<file path="src/rtl/regfile_pkg.sv">
// Shared register-file geometry and sizing helpers for the read and write port arbiters.
package regfile_pkg;

  localparam int REGFILE_ADDR_WIDTH = 5;
  localparam int REGFILE_DATA_WIDTH = 32;
  localparam int REGFILE_DEPTH      = 32;

  // Never returns less than 1, so a two-requester id is still a legal vector.
  function automatic int clog2(input int n);
    int r;
    r = 1;
    for (int i = 1; i < 31; i++) begin
      if ((1 << i) < n) r = i + 1;
    end
    return r;
  endfunction

endpackage

</file>
<file path="src/rtl/regfile_read_arbiter_rr_arbiter.sv">
// Combinational round-robin picker: first asserted req at or above ptr, wrapping to 0.
module rr_arbiter
  import regfile_pkg::*;
#(
  parameter int N  = 4,
  parameter int PW = clog2(N)
) (
  input  logic [N-1:0]  req,
  input  logic [PW-1:0] ptr,
  output logic [N-1:0]  gnt
);

  logic          found;
  logic [PW-1:0] idx;

  always_comb begin
    gnt   = '0;
    found = 1'b0;
    idx   = '0;
    for (int k = 0; k < N; k++) begin
      idx = PW'((int'(ptr) + k) % N);
      if (!found && req[idx]) begin
        gnt[idx] = 1'b1;
        found    = 1'b1;
      end
    end
  end

endmodule

</file>
<file path="src/rtl/regfile_read_arbiter.sv">
// Round-robin arbiter for the register file's single read port: an address stage
// driving the mux select and a response stage capturing mux data, with backpressure.
module regfile_read_arbiter
  import regfile_pkg::*;
#(
  parameter int NUM_REQ    = 4,
  parameter int ADDR_WIDTH = REGFILE_ADDR_WIDTH,
  parameter int DATA_WIDTH = REGFILE_DATA_WIDTH
) (
  input  logic                          clk,
  input  logic                          reset_n,
  input  logic [NUM_REQ-1:0]            req_valid,
  input  logic [NUM_REQ*ADDR_WIDTH-1:0] req_addr,
  output logic [NUM_REQ-1:0]            req_ready,
  output logic [ADDR_WIDTH-1:0]         mux_address,
  input  logic [DATA_WIDTH-1:0]         mux_data,
  output logic                          rsp_valid,
  output logic [clog2(NUM_REQ)-1:0]     rsp_id,
  output logic [DATA_WIDTH-1:0]         rsp_data,
  input  logic                          rsp_ready
);

  localparam int IW = clog2(NUM_REQ);

  logic                  s1_valid;
  logic [IW-1:0]         s1_id;
  logic [IW-1:0]         rr_ptr;
  logic [NUM_REQ-1:0]    gnt;
  logic [IW-1:0]         winner;
  logic [ADDR_WIDTH-1:0] sel_addr;
  logic                  s2_free;
  logic                  s1_free;
  logic                  accept;

  rr_arbiter #(.N(NUM_REQ), .PW(IW)) u_rr (
    .req (req_valid),
    .ptr (rr_ptr),
    .gnt (gnt)
  );

  assign s2_free = !rsp_valid || rsp_ready;
  assign s1_free = !s1_valid || s2_free;

  // reset_n gates the grant so requesters never see a handshake while reset is held.
  assign req_ready = gnt & {NUM_REQ{s1_free & reset_n}};
  assign accept    = |req_ready;

  always_comb begin
    winner   = '0;
    sel_addr = '0;
    for (int i = 0; i < NUM_REQ; i++) begin
      if (gnt[i]) begin
        winner   = IW'(i);
        sel_addr = req_addr[i*ADDR_WIDTH +: ADDR_WIDTH];
      end
    end
  end

  always_ff @(posedge clk or negedge reset_n) begin
    if (!reset_n) begin
      s1_valid    <= 1'b0;
      s1_id       <= '0;
      mux_address <= '0;
      rr_ptr      <= '0;
    end else begin
      if (s1_free) begin
        s1_valid <= accept;
        if (accept) begin
          s1_id       <= winner;
          mux_address <= sel_addr;
        end
      end
      if (accept) begin
        rr_ptr <= (winner == IW'(NUM_REQ - 1)) ? '0 : winner + IW'(1);
      end
    end
  end

  // mux_address is held during a stall, so a late capture still reads the right register.
  always_ff @(posedge clk or negedge reset_n) begin
    if (!reset_n) begin
      rsp_valid <= 1'b0;
      rsp_id    <= '0;
      rsp_data  <= '0;
    end else if (s2_free) begin
      rsp_valid <= s1_valid;
      rsp_id    <= s1_id;
      rsp_data  <= mux_data;
    end
  end

endmodule

</file>
<file path="config.mk">
export PLATFORM = sky130hd
export DESIGN_NAME = regfile_read_arbiter
export DESIGN_NICKNAME = d
export VERILOG_FILES = /design/src/rtl/regfile_pkg.sv /design/src/rtl/regfile_read_arbiter_rr_arbiter.sv /design/src/rtl/regfile_read_arbiter.sv
export SDC_FILE = /design/constraint.sdc
export NUM_CORES = 1
export LEC_CHECK = 0
export ABC_AREA = 1
export BUFFER_PORTS_ARGS = -buffer_cell sky130_fd_sc_hd__buf_2
export CAP_MARGIN = 20
export CORE_MARGIN = 5
export CORE_UTILIZATION = 49
export CTS_BUF_LIST = sky130_fd_sc_hd__clkbuf_8
export DETAILED_ROUTE_END_ITERATION = 16
export PLACE_DENSITY = 0.82
export SYNTH_ARGS = -nofsm -noshare
export SYNTH_HDL_FRONTEND = slang
export SYNTH_HIERARCHICAL = 1
export SYNTH_SLANG_ARGS = --single-unit
</file>
<file path="constraint.sdc">
create_clock -name clk -period 3.35 [get_ports clk]
set_input_delay 0.67 -clock clk [delete_from_list [all_inputs] [get_ports clk]]
set_output_delay 0.67 -clock clk [all_outputs]
set_load 0.01 [all_outputs]
</file>
==> run summary, run 1 <==
Power per cell area - 938.7 nW/um^2
Crit path required time - 2.68 ns
Layout Skew - 0.006194 ns
Hold WS - 0.4771 ns
Cell mode on critical path - inv_1
Synth-to-Final Area Change - 28.81%
Crit path capture type - output pin
Die H - 79.56 um
DRT antenna net count - 0
Synth area leaders - dfrtp_1 47%, nand2_1 28%, nand3_1 7.0%, ha_1 3.2%, inv_1 2.7%
Gpl congestion - 0.8833
Initial antenna violation count - 0
Share of cells above drive strength 1 - 0.3185
Rel. slew slack - 0.6399
Synthesized netlist cell count - 321
Fin cells - 494
Post-route setup slack - 0.2939 ns
Critical path peak fanout - 8
Total gr overflow - 0
Worst slew pin tran - 0.5402 ns
Hold Violations, Final - 0
I/O Pins - 103
Initial core utilization - 0.5020
Routed vias/inst - 4.698
GRT Util Overall - 0.1977
CP max-delay cell - dfrtp_1
Ys Warns - 6
Yosys cell types - 15
Largest net degree at the start of global routing - 46
Slew Limit Fails - 0
Worst skew pair latency - 0.29 ns
P_sw - 1.378 mW
Worst ir drop on vdd - 0.0007592 V
Die width - 79.56 um
Pre-antenna DRT Iters - 4
RSZ-0062 raised after global routing - false
Most common cell after layout, fill and taps aside - nand2_1
HPWL Detailed - 4631 um
FF+latch count, synth - 45
Commonest non-fill, non-tap cells in the layout - 177 x nand2_1, 102 x buf_2, 44 x dfrtp_1
Antenna fix cells - 0
Rows - 25
CTS root buf - clkbuf_8
Sink Count - 45
Avg WL per Cell - 12.05 um
Net count after synthesis - 386
Static Leakage - 1.834 nW
Logic gate share of total power - 0.589
Cell internal pwr - 1.489 mW
CTS tree - done
Reg clk slew, reported paths - 0.07 ns
First-pass GRT wire length - 10050 um
Seq/Total Area, Yosys - 0.4749
Routed WL - 5954 um
Synth area leader - dfrtp_1
Startpoint Class - flip-flop
Netlist Area Pre-Place - 2371 um^2
Sw Ratio - 0.4808
Kind of critical path - flip-flop to output pin
Setup WS pre-CTS - 0.5505 ns
PortBufs - 102
Avg Cell Area, Syn - 7.386 um^2
H-tree depth - 2
DR vias - 2321
Post-CTS Setup Repair Bufs - 0
Crit path cell chain - inv_1, ha_1, inv_1, nand3_1, nand2_1, nand2_4, nor2_4, nand2_1, nand3_1, inv_1, nor2_1, buf_2
Arrival @ worst endpoint - 2.39 ns
CP max stage delay - 0.49 ns
Fmax - 327.2 MHz
CTS Hold Bufs - 0
Setup TNS Final - 0 ns
Final setup violation count - 0
Final net count - 492
Number of global-route vias before repair - 2295
Hold Path Class - flip-flop to flip-flop
Placed insts - 487
Drt drc - 0
Final period util - 0.9123
Die area - 6330 um^2
Area share of the largest cell type after synthesis - 0.4749
Total CTS buffers - 5
Core Util, Final - 0.6466
Core region area - 4723 um^2
Clock power share - 0.115
Sequential group share of total power - 0.295
Status - completed
Clock tree buffer depth - 2
Post-layout min period - 3.056 ns
DR iter-0 viols - 73
Max cap viols - 0
flip-flops by register name, summed over array words and instances (netlist names):
signal / count
s1_valid: 1
rsp_id: 2
rsp_valid: 1
mux_address: 5
rsp_data: 32
s1_id: 2
rr_ptr: 2
power by group through the flow:
stage / clock network [mW] / registers (mW) / logic, mW
2_1_floorplan: 0 / 0.916 / 1.11
5_1_grt: 0.362 / 0.872 / 1.93
3_5_place_dp: 0 / 0.853 / 1.69
4_1_cts: 0.348 / 0.844 / 1.70
3_3_place_gp: 0 / 0.845 / 1.65
6_report: 0.331 / 0.846 / 1.69
kinds of logic after synthesis:
family / Yosys count / share of synthesized area
simple gates: 235 / 0.4280
compound gates: 5 / 0.01372
fa+ha+maj: 6 / 0.03166
buf+inv: 30 / 0.05172
flops: 45 / 0.4749
layout make-up:
type / instances / area [um^2]
inverter: 22 / 82.58
fill: 409 / 1669
clock buffer: 6 / 82.58
clock inverter: 1 / 7.507
sequential: 45 / 1127
multi-input combinational: 246 / 1122
timing repair buffer: 107 / 548.0
tap: 67 / 83.83
path summary, 6_finish.rpt:
check	start	endpoint	slack [ns]	cells past startpoint
setup / recovery	rr_ptr[1]	req_ready[2]	0.29	12
hold / removal	s1_id[0]	rsp_id[0]	0.48	2
setup reg to reg	rr_ptr[1]	mux_address[1]	0.88	15
hold reg to reg	s1_id[0]	rsp_id[0]	0.48	2
max in group asynchronous	reset_n	rr_ptr[0]	2.45	2
min in group asynchronous	reset_n	rsp_data[18]	0.50	2
what timing repair did:
action                                  in CTS  in global routing
endpoints found under the setup margin       0                  1
resized for setup                            0                  1
endpoints found under the hold margin        0                  0
routing by layer:
| metal | share of wire | global-route usage | wire, um |
|---|---|---|---|
| met4 | 0.014 | 0.07045 | 84 |
| met3 | 0.088 | 0.04740 | 524 |
| met2 | 0.46 | 0.3180 | 2712 |
| met5 | 0 | 0 | 0 |
| met1 | 0.44 | 0.2594 | 2633 |
stage by stage:
stage | cell area [um^2] | power, mW
3_5_place_dp | 2963 | 2.539
6_report | 3054 | 2.867
4_1_cts | 3053 | 2.889
3_3_place_gp | 2963 | 2.499
5_1_grt | 3054 | 3.164
2_1_floorplan | 2371 | 2.031
synthesized netlist by cell type:
library cell	count
nand2_4	4
ha_1	6
nand2_1	177
nor2_1	9
nand2_2	4
a21oi_1	2
nand3_2	3
inv_1	17
nor2_4	4
nand3_1	33
inv_2	5
or2_2	1
dfrtp_1	45
a21boi_0	3
buf_2	8
critical path, delay by kind of cell (launching register included):
kind / cells / cell delay [ns]
adders and majority gates: 1 / 0.35
buffers and inverters: 4 / 0.55
DFF: 1 / 0.49
and+or+nand+nor: 7 / 0.71
(Power assumes the default switching activity.)
==> run 2: changes to the inputs <==
ABC_AREA = unset   (was 1)
CORE_UTILIZATION = 50   (was 49)
PLACE_DENSITY = 0.83   (was 0.82)
==> run 2 against run 1 <==
Compared with the run above:
- wire length rose by 1.1%
- count of clock-buffer cells in the layout fell by 1
- global-route usage fell by 0.57 points
- synthesized cell count fell by 41%
- largest power group unchanged
==> run summary, run 2 <==
CTS root buf - clkbuf_8
Avg WL per Cell - 16.48 um (+37%)
Rows - 25 (unchanged)
Worst skew pair latency - 0.30 ns (about the same)
Synth area leader - dfrtp_1
Clock power share - 0.165 (+0.050)
Post-synth EDFFs - 0 (unchanged)
Final period util - 0.9369 (+0.02459)
Worst ir drop on vdd - 0.0005049 V (-33%)
Post-synth top cells - 45 x dfrtp_1, 29 x mux2_4, 14 x a21oi_1
Hold Path Class - primary input to asynchronous set/reset pin
Status - completed
Met1 GRT Util - 0.2217 (-0.03771)
First-pass GRT wire length - 9494 um (-5.5%)
Logic gate share of total power - 0.551 (-0.038)
Synth area leaders - dfrtp_1 46%, mux2_4 18%, ha_1 3.0%, a21oi_1 2.8%, buf_6 2.7%
I/O Pins - 103 (unchanged)
Reg2reg setup slack - 0.62 ns (-0.26 ns)
Count leader, synth - dfrtp_1
Most common cell after layout, fill and taps aside - buf_2
Clock tree buffer depth - 2 (unchanged)
Net count after synthesis - 254 (-34%)
Power consumption - 2.992 mW (+4.4%)
Slew Limit Fails - 0 (unchanged)
Netlist Area Pre-Place - 2465 um^2 (+4.0%)
DRT antenna net count - 0 (unchanged)
Gpl congestion - 0.8802 (-0.35%)
Critical R2R Capture - mux_address[0]
Worst r2r src - rr_ptr[0]
Share of cells above drive strength 1 - 0.5772 (+0.2587)
Max cap viols - 0 (unchanged)
Register area - 1129 um^2 (+0.11%)
Seq/Total Area, Yosys - 0.4569 (-0.01808)
Resized Gates After CTS - 0 (unchanged)
Setup TNS Final - 0 ns (unchanged)
Initial antenna violation count - 0 (unchanged)
Routed WL - 6017 um (+1.1%)
Sequential group share of total power - 0.284 (-0.011)
Final net count - 362 (-26%)
Initial core utilization - 0.5184 (+0.01643)
Worst slew pin tran - 0.3550 ns (-0.1852 ns)
Die area - 6434 um^2 (+1.6%)
Post-layout min period - 3.138 ns (+0.08238 ns)
Arrival @ worst endpoint - 2.47 ns (+0.08 ns)
PortBufs - 102 (unchanged)
Worst Reg-to-Reg Cells - 10 (-5)
Most used DFF post-synth - dfrtp_1
GRT Util Overall - 0.1921 (-0.005658)
Total gr overflow - 0 (unchanged)
Sink Count - 45 (unchanged)
Power per cell area - 938.9 nW/um^2 (about the same)
HPWL Detailed - 4600 um (-0.66%)
Max reg flops - 32 (unchanged)
Crit path capture type - output pin
Fmax - 318.6 MHz (-2.6%)
Yosys cell types - 37 (+22)
Grt peak-use layer - met2
Multi-input gate area - 1205 um^2 (+7.4%)
FF+latch count, synth - 45 (unchanged)
Layout fillers - 365 (-11%)
Crit path required time - 2.68 ns (about the same)
Pre-antenna DRT Iters - 4 (unchanged)
Synth-to-Final Area Change - 29.29%
DR vias - 1909 (-18%)
Routing usage on met2 - 0.3469 (+0.02882)
Largest net degree at the start of global routing - 36 (-22%)
Hold Violations, Final - 0 (unchanged)
Die H - 80.21 um (+0.82%)
Static Leakage - 1.618 nW (-12%)
Sw Ratio - 0.3869 (-0.09384)
Antenna fix cells - 0 (unchanged)
Largest reg by FF count - rsp_data
Drt drc - 0 (unchanged)
CTS Hold Bufs - 0 (unchanged)
Die width - 80.21 um (+0.82%)
Critical path peak fanout - 6 (-2)
H-tree depth - 2 (unchanged)
Met3 Resource Use GR - 0.04484 (-0.002561)
Number of global-route vias before repair - 2006 (-13%)
Post-synth ARST share - 1.000 (unchanged)
DR iter-0 viols - 57 (-22%)
Core region area - 4755 um^2 (+0.66%)
Kind of critical path - flip-flop to output pin
Startpoint Class - flip-flop
Avg Cell Area, Syn - 13.04 um^2 (+77%)
CTS tree - done
Ys Warns - 6 (unchanged)
Post-CTS Setup Repair Bufs - 0 (unchanged)
Layout Skew - 0.009735 ns (+0.003541 ns)
P_sw - 1.158 mW (-16%)
Rel. slew slack - 0.7633 (+0.1234)
Synthesized netlist cell count - 189 (-41%)
Cell internal pwr - 1.834 mW (+23%)
Commonest non-fill, non-tap cells in the layout - 102 x buf_2, 43 x dfrtp_1, 29 x mux2_4
Regs by FF count - rsp_data: 32 flops, mux_address: 5 flops
Area share of the largest cell type after synthesis - 0.4569 (-0.01808)
Total CTS buffers - 5 (unchanged)
CP startpoint - rr_ptr[0]
Reg clk slew, reported paths - 0.09 ns (+0.02 ns)
RSZ-0062 raised after global routing - false
Routed vias/inst - 5.230 (+11%)
Final setup violation count - 0 (unchanged)
[run 2: changes by cell type after synthesis, sizes merged, moves of 4 or more]
cell,delta
nand3b,+6
o32a,+5
nand3,-35
a21oi,+17
mux2,+34
o211ai,+5
nor2,-7
nand2,-177
mux4,+4
a21o,+4
inv,-9
nor2b,+4
[run 2: routing by layer]
metal / vias up / routed length, um
li1: 896 / -
met1: 926 / 2323
met2: 77 / 3203
met3: 10 / 377
met4: 0 / 113
met5: - / 0
[run 2: through the flow]
step	utilization	setup WS (ns)	area [um^2]	std cells	hold slack, ns
final	0.6703	0.2115	3187	365	0.2123
after floorplan	-	0.3460	2465	189	0.3744
after global placement	0.6366	0.3923	3027	356	0.4762
after detailed placement	0.6366	0.3191	3027	356	0.4846
after CTS	0.6655	0.04413	3164	364	0.2008
after global routing	0.6703	0.01085	3187	365	0.2047
[run 2: how the worst max path moves through the flow]
stage / endpoint / depth (start not counted) / slack [ns]
after floorplan: req_ready[2] / 8 / 0.35
after global placement: req_ready[3] / 8 / 0.39
after detailed placement: req_ready[3] / 8 / 0.32
after CTS: req_ready[3] / 9 / 0.04
after global routing: req_ready[3] / 9 / 0.01
final: req_ready[3] / 9 / 0.21
[run 2: critical path: stages (launching register included)]
cell,delay (ns)
dfrtp_2,0.45
inv_1,0.10
ha_1,0.33
mux4_2,0.39
nor4b_4,0.33
nand2_1,0.10
o211ai_1,0.12
nand3_1,0.15
inv_1,0.07
buf_2,0.13
[run 2: logic make-up after synthesis]
family	count (synthesis)	share of synthesized area
mux	38	0.2391
fa+ha+maj	6	0.03046
simple gates	39	0.1046
buf+inv	22	0.05532
flops	45	0.4569
compound gates	39	0.1137
[run 2: area by class of cell]
type                       count  share of cell area
clock buffer                   5             0.02159
multi-input combinational    122              0.3781
clock inverter                 3             0.02159
inverter                      13             0.01531
timing repair buffer         110              0.1830
tap                           67             0.02631
sequential                    45              0.3541
[run 2: power by group through the flow]
stage | clock (mW) | combinational (mW) | sequential, mW
finish | 0.493 | 1.65 | 0.850
global route | 0.524 | 1.80 | 0.882
CTS | 0.499 | 1.65 | 0.850
detailed placement | 0 | 1.65 | 0.858
global placement | 0 | 1.60 | 0.844
floorplan | 0 | 1.15 | 0.916
